### config.mk
export PLATFORM = sky130hd
export DESIGN_NAME = back_propagation_output_layer_vector
export DESIGN_NICKNAME = d
export VERILOG_FILES = /design/src/rtl/back_propagation_output_layer_vector.sv
export SDC_FILE = /design/constraint.sdc
export NUM_CORES = 2
export LEC_CHECK = 0
export BUFFER_PORTS_ARGS = -buffer_cell sky130_fd_sc_hd__buf_2
export CAP_MARGIN = 20
export CORE_UTILIZATION = 45
export DETAILED_ROUTE_END_ITERATION = 6
export PLACE_DENSITY = 0.61
export RECOVER_POWER = 100
export SYNTH_ARGS = -nofsm -noshare
export SYNTH_HDL_FRONTEND = slang
export SYNTH_SLANG_ARGS = --single-unit
### constraint.sdc
create_clock -name clk -period 79.5 [get_ports clk]
set_input_delay 7.95 -clock clk [delete_from_list [all_inputs] [get_ports clk]]
set_output_delay 7.95 -clock clk [all_outputs]
set_load 0.05 [all_outputs]
### src/rtl/back_propagation_output_layer_vector.sv
// rtl/back_propagation_output_layer_vector.sv - output-layer delta vector (node - expected) through one shared fp32 adder
//
// adder_floating_point32: pipelined IEEE-754 single-precision adder, round-to-nearest-even.
//   clk, rstn            clock, asynchronous active-low reset
//   valid_in, inA, inB   operands, accepted every cycle
//   valid_out, outN      sum, LATENCY clocks after valid_in
//
// back_propagation_output_layer_vector: delta[i] = node[i] - expected[i], one element per cycle.
//   clk, rst_n           clock, asynchronous active-low reset
//   i_valid              input vector valid, taken when o_ready is high
//   i_data_node          network outputs, element i at [i*DATA_WIDTH +: DATA_WIDTH]
//   i_data_expected      target values, same packing
//   i_action_mask        1 = element contributes; 0 forces +0.0 when MASK_ENABLE=1
//   o_ready              able to accept a vector (IDLE or DONE)
//   o_delta_node         delta vector, updated all at once
//   o_valid              one-cycle pulse with each new o_delta_node

module adder_floating_point32 #(
  parameter int LATENCY = 7
) (
  input  logic        clk,
  input  logic        rstn,
  input  logic        valid_in,
  input  logic [31:0] inA,
  input  logic [31:0] inB,
  output logic        valid_out,
  output logic [31:0] outN
);

  function automatic logic [31:0] fadd(input logic [31:0] a, input logic [31:0] b);
    logic [31:0] x, y, r;
    logic        a_nan, b_nan, a_inf, b_inf;
    logic [7:0]  ex, ey;
    logic [26:0] mx, my, sh, lost, m;
    logic [8:0]  d;
    logic [27:0] sum;
    logic [9:0]  e;
    logic [24:0] rm;
    a_nan = (&a[30:23]) && (|a[22:0]);
    b_nan = (&b[30:23]) && (|b[22:0]);
    a_inf = (&a[30:23]) && !(|a[22:0]);
    b_inf = (&b[30:23]) && !(|b[22:0]);
    // x is the larger magnitude, so the result takes its sign
    if (a[30:0] >= b[30:0]) begin
      x = a;
      y = b;
    end else begin
      x = b;
      y = a;
    end
    // subnormals use exponent 1 with no hidden bit; 3 extra bits are guard/round/sticky
    ex = (x[30:23] == 8'd0) ? 8'd1 : x[30:23];
    ey = (y[30:23] == 8'd0) ? 8'd1 : y[30:23];
    mx = {|x[30:23], x[22:0], 3'b000};
    my = {|y[30:23], y[22:0], 3'b000};
    d  = {1'b0, ex} - {1'b0, ey};
    if (d >= 9'd27) begin
      sh = {26'd0, |my};
    end else begin
      sh    = my >> d;
      lost  = my << (9'd27 - d);
      sh[0] = sh[0] | (|lost);
    end
    e = {2'b00, ex};
    if (x[31] == y[31]) begin
      sum = {1'b0, mx} + {1'b0, sh};
      if (sum[27]) begin
        m    = sum[27:1];
        m[0] = m[0] | sum[0];
        e    = e + 10'd1;
      end else begin
        m = sum[26:0];
      end
    end else begin
      sum = {1'b0, mx} - {1'b0, sh};
      m   = sum[26:0];
    end
    if (m == 27'd0) begin
      // exact cancellation gives +0; only -0 + -0 keeps the sign
      r = {x[31] & y[31], 31'd0};
    end else begin
      for (int i = 0; i < 26; i++) begin
        if (!m[26] && e > 10'd1) begin
          m = m << 1;
          e = e - 10'd1;
        end
      end
      rm = {1'b0, m[26:3]} + {24'd0, m[2] & (m[1] | m[0] | m[3])};
      if (rm[24]) begin
        rm = rm >> 1;
        e  = e + 10'd1;
      end
      if (e >= 10'd255) r = {x[31], 8'hFF, 23'd0};
      else              r = {x[31], (rm[23] ? e[7:0] : 8'd0), rm[22:0]};
    end
    if (a_nan)                               r = a | 32'h0040_0000;
    else if (b_nan)                          r = b | 32'h0040_0000;
    else if (a_inf && b_inf && a[31] != b[31]) r = 32'h7FC0_0000;
    else if (a_inf)                          r = a;
    else if (b_inf)                          r = b;
    return r;
  endfunction

  logic        valid_pipe [LATENCY];
  logic [31:0] data_pipe  [LATENCY];

  always_ff @(posedge clk or negedge rstn) begin
    if (!rstn) begin
      for (int i = 0; i < LATENCY; i++) begin
        valid_pipe[i] <= 1'b0;
        data_pipe[i]  <= 32'd0;
      end
    end else begin
      valid_pipe[0] <= valid_in;
      data_pipe[0]  <= fadd(inA, inB);
      for (int i = 1; i < LATENCY; i++) begin
        valid_pipe[i] <= valid_pipe[i-1];
        data_pipe[i]  <= data_pipe[i-1];
      end
    end
  end

  assign valid_out = valid_pipe[LATENCY-1];
  assign outN      = data_pipe[LATENCY-1];

endmodule

module back_propagation_output_layer_vector #(
  parameter int DATA_WIDTH    = 32,
  parameter int NUM_NODE      = 4,
  parameter int ADDER_LATENCY = 7,
  parameter bit MASK_ENABLE   = 1'b1
) (
  input  logic                           clk,
  input  logic                           rst_n,
  input  logic                           i_valid,
  input  logic [DATA_WIDTH*NUM_NODE-1:0] i_data_node,
  input  logic [DATA_WIDTH*NUM_NODE-1:0] i_data_expected,
  input  logic [NUM_NODE-1:0]            i_action_mask,
  output logic                           o_ready,
  output logic [DATA_WIDTH*NUM_NODE-1:0] o_delta_node,
  output logic                           o_valid
);

  localparam int CNT_W = $clog2(NUM_NODE) + 1;
  localparam int IDX_W = (NUM_NODE > 1) ? $clog2(NUM_NODE) : 1;
  localparam logic [CNT_W-1:0] LAST = CNT_W'(NUM_NODE - 1);

  typedef enum logic [1:0] {S_IDLE, S_ISSUE, S_DRAIN, S_DONE} state_t;

  state_t                state, state_nxt;
  logic [DATA_WIDTH-1:0] node_q      [NUM_NODE];
  logic [DATA_WIDTH-1:0] expected_q  [NUM_NODE];
  logic [DATA_WIDTH-1:0] staging     [NUM_NODE];
  logic [DATA_WIDTH-1:0] staging_nxt [NUM_NODE];
  logic [NUM_NODE-1:0]   mask_q;
  logic [CNT_W-1:0]      rd_cnt, wr_cnt;
  logic [IDX_W-1:0]      rd_idx, wr_idx;
  logic                  accept, collect, last_collect;
  logic                  add_valid_in, add_valid_out;
  logic [DATA_WIDTH-1:0] add_a, add_b, add_out;

  assign accept       = i_valid && o_ready;
  assign rd_idx       = rd_cnt[IDX_W-1:0];
  assign wr_idx       = wr_cnt[IDX_W-1:0];
  // results are only taken while a vector is in flight
  assign collect      = add_valid_out && (state == S_ISSUE || state == S_DRAIN);
  assign last_collect = collect && (wr_cnt == LAST);

  // subtraction is an add with the sign of expected flipped
  assign add_a = node_q[rd_idx];
  assign add_b = {~expected_q[rd_idx][DATA_WIDTH-1], expected_q[rd_idx][DATA_WIDTH-2:0]};

  adder_floating_point32 #(
    .LATENCY (ADDER_LATENCY)
  ) u_adder (
    .clk       (clk),
    .rstn      (rst_n),
    .valid_in  (add_valid_in),
    .inA       (add_a),
    .inB       (add_b),
    .valid_out (add_valid_out),
    .outN      (add_out)
  );

  always_ff @(posedge clk or negedge rst_n) begin
    if (!rst_n) state <= S_IDLE;
    else        state <= state_nxt;
  end

  always_comb begin
    state_nxt = state;
    case (state)
      S_IDLE:  if (accept) state_nxt = S_ISSUE;
      S_ISSUE: if (rd_cnt == LAST) state_nxt = S_DRAIN;
      S_DRAIN: if (last_collect) state_nxt = S_DONE;
      S_DONE:  state_nxt = accept ? S_ISSUE : S_IDLE;
      default: state_nxt = S_IDLE;
    endcase
  end

  // DONE also reports ready so a held i_valid starts the next vector without a gap
  always_comb begin
    o_ready      = (state == S_IDLE) || (state == S_DONE);
    o_valid      = (state == S_DONE);
    add_valid_in = (state == S_ISSUE);
  end

  // staging with the arriving result merged, so the final result can reach o_delta_node
  // on the same edge that enters DONE
  always_comb begin
    for (int i = 0; i < NUM_NODE; i++) staging_nxt[i] = staging[i];
    if (collect) staging_nxt[wr_idx] = (MASK_ENABLE && !mask_q[wr_idx]) ? '0 : add_out;
  end

  always_ff @(posedge clk or negedge rst_n) begin
    if (!rst_n) begin
      for (int i = 0; i < NUM_NODE; i++) begin
        node_q[i]     <= '0;
        expected_q[i] <= '0;
        staging[i]    <= '0;
      end
      mask_q       <= '0;
      rd_cnt       <= '0;
      wr_cnt       <= '0;
      o_delta_node <= '0;
    end else begin
      if (accept) begin
        for (int i = 0; i < NUM_NODE; i++) begin
          node_q[i]     <= i_data_node[i*DATA_WIDTH +: DATA_WIDTH];
          expected_q[i] <= i_data_expected[i*DATA_WIDTH +: DATA_WIDTH];
        end
        mask_q <= i_action_mask;
        rd_cnt <= '0;
        wr_cnt <= '0;
      end else begin
        if (state == S_ISSUE) rd_cnt <= rd_cnt + CNT_W'(1);
        if (collect)          wr_cnt <= wr_cnt + CNT_W'(1);
      end
      for (int i = 0; i < NUM_NODE; i++) staging[i] <= staging_nxt[i];
      if (last_collect) begin
        for (int i = 0; i < NUM_NODE; i++) o_delta_node[i*DATA_WIDTH +: DATA_WIDTH] <= staging_nxt[i];
      end
    end
  end

endmodule

==> results.cfg <==
[sta]
clock_skew_ns = 0.0569
timing.fmax_ghz = 0.0139
period_needed_ns = 72.02
slew_viol_final = 1434
finalSetupViolCount = 0
fin_setup_tns_ns = 0
rsz0062_at_grt = false
fin_hold_ws_ns = 0.297
hold_violations = 0
relSlewSlack_pct = -310
tightest_slew_ns = 6.16
fin_crit_sh_pct = 90.6

[drt]
firstDrtPassIters = 7
vias = 54200
routedWlPerCell_um = 23.1
drtIter0Drc = 5770
post-route-drc-count = 1
vias_per_cell = 6.22
routed_wl_mm = 201
final_antenna_net_count = 0

[synth]
syn_area_um2 = 58900
synth-edff-count = 0
syn_inst = 6730
yosysSeqAreaShare_pct = 32.1
synth_seq_cells = 755
synthesis.nets = 7153
yosysTopAreaCellShare_pct = 32.1
synth.distinct_cells = 143
yosysWarnings = 0
synth.area.top_cells = dfrtp_1, mux2_2, mux2i_1, nand2_1, o21ai_0
yosys.area.top_type = dfrtp_1
synthArstFlopShare_pct = 100
ys.flop_type = dfrtp_1
synth_area_per_cell_um2 = 8.75

[global_routing]
grt_max_degree = 118
grt_usage_pct = 29.6
grt_pass1_wl_mm = 309
grt_pass1_vias = 51100
overflow = 0
antenna_found_initial = 23

[clocking]
numCtsBuffers = 74
cts_setup_buffers = 0
clock_latency_ns = 0.67
cts.sinks = 755
cts_resized = 0
cts_tree = done
clk_path_buf_depth = 3
htree_num_levels = 3
path_clk_slew_ns = 0.06
cts_root_buf = clkbuf_16
hold_buffers = 0

[worst_setup_path]
critPathCaptureType = register
max_stage_delay_ns = 1.18
crit_slowest_cell = nor2_1
crit_arrival_ns = 72.48
critPathLaunchType = register
criticalPathCategory = register to register
cp.required_ns = 79.96
ff2ff_path_depth = 239
critPathMaxFanout = 47
cpMostUsedCell = ha_1

[placed_design]
portBuffers = 392
dpl.cell_count = 8567
dp_hpwl_mm = 156
place_congestion = 1.03

[layout]
fin_util_pct = 49.8
syn2layout_area_growth_pct = 9.72
nNetsFinal = 7326
instances_no_fill = 8718
drive_gt1_share_pct = 17.4
fillCellCount = 12400

[worst_hold_path]
min_path_type = register to register
hold_path_depth = 0

[floorplan]
core_um2 = 130000
die_h_um = 364
pin_count = 393
rows = 132
die-area_um2 = 132000
initial_utilization_pct = 45.4
die_x_um = 364

[outcome]
outcome = finished with violations
violations = design-rule violations, max-capacitance violations, max-slew violations

[job]
max_cap_violations = 21
[sequential cells by signal, summed over array words and instances (netlist names)]
register            count
o_delta_node          128
u_adder.valid_out       1
wr_cnt                  3
expected_q            128
u_adder.data_pipe     192
u_adder.outN           32
mask_q                  4
rd_cnt                  3
u_adder.valid_pipe      6
staging               128
state                   2
node_q                128
[per-stage QoR]
stage | cell area, µm² | setup slack [ns]
after floorplan | 58900 | 18.43
after global placement | 62300 | 12.36
after detailed placement | 62300 | 10.16
after CTS | 64800 | 9.90
after global routing | 64600 | 1.50
final | 64600 | 7.48
[worst paths after layout]
| kind | endpoint | slack [ns] | startpoint |
|---|---|---|---|
| hold / removal | u_adder.data_pipe[176]$_DFF_PN0_ | 0.30 | u_adder.data_pipe[208]$_DFF_PN0_ |
| setup reg to reg | u_adder.data_pipe[205]$_DFF_PN0_ | 7.48 | rd_cnt[0]$_DFFE_PN0P_ |
| max in group asynchronous | expected_q[75]$_DFFE_PN0P_ | 59.45 | rst_n |
| min in group asynchronous | o_delta_node[82]$_DFFE_PN0P_ | 9.57 | rst_n |
| setup / recovery | u_adder.data_pipe[205]$_DFF_PN0_ | 7.48 | rd_cnt[0]$_DFFE_PN0P_ |
| hold reg to reg | u_adder.data_pipe[176]$_DFF_PN0_ | 0.30 | u_adder.data_pipe[208]$_DFF_PN0_ |
[worst max-delay path, delay by kind of cell, from the launching register on]
family,cells,cell delay (ns)
AOI/OAI and AO/OA,71,19.81
xor gates and xnor gates,10,3.79
adders and majority gates,30,9.55
buffers and inverters,34,8.22
DFF,1,0.68
muxes,7,3.16
and+or+nand+nor,87,26.43
[cell type report]
class	instances	area, µm²	area share, %
Antenna cell	20	50.0	0.0775
Clock buffer	102	2130	3.30
Clock inverter	27	420	0.651
Inverter	205	769	1.19
Multi-Input combinational cell	5386	37700	58.4
Sequential cell	755	18900	29.3
Tap cell	1742	2180	3.37
Timing Repair Buffer	481	2390	3.71
[cells by family after synthesis]
logic type | after synthesis | synth area share (%)
buffers and inverters | 589 | 4.01
adders and majority gates | 160 | 3.43
AOI/OAI and AO/OA | 1895 | 21.5
xor gates and xnor gates | 193 | 2.97
muxes | 903 | 17.9
and+or+nand+nor | 2235 | 18.1
DFF | 755 | 32.1
[synth_stat cells, types with 88 or more instances]
library cell	number
nor3_1	141
xnor2_1	150
clkbuf_1	282
nand2_1	758
a21oi_1	456
mux2_2	467
nand3_1	165
inv_1	185
mux2i_1	353
o21ai_1	88
dfrtp_1	755
ha_1	158
o21ai_0	475
nor2_1	604
[per-layer routing]
metal	routed length [µm]	vias up	global-route usage, %
met1	90900	26400	41.9
met5	60	-	0
met4	7290	10	10.3
li1	-	25300	-
met3	14600	380	5.41
met2	88300	2060	45.2
[placed cells by master, fill, tap and decap left out, types with 75 or more instances in the layout]
cell / Yosys / layout
clkbuf_1: 282 / 162
buf_2: 43 / 261
xnor2_1: 150 / 148
nor2_1: 604 / 601
nor3_1: 141 / 141
a21oi_1: 456 / 451
dfrtp_1: 755 / 753
ha_1: 158 / 157
nand3_1: 165 / 163
mux2i_1: 353 / 353
mux2_2: 467 / 467
inv_1: 185 / 185
nand2_1: 758 / 758
o21ai_1: 88 / 86
clkbuf_16: 0 / 75
o21ai_0: 475 / 475
Power is not shown: default switching activity piles up to over one toggle a cycle in this logic, so the estimate is an artifact.
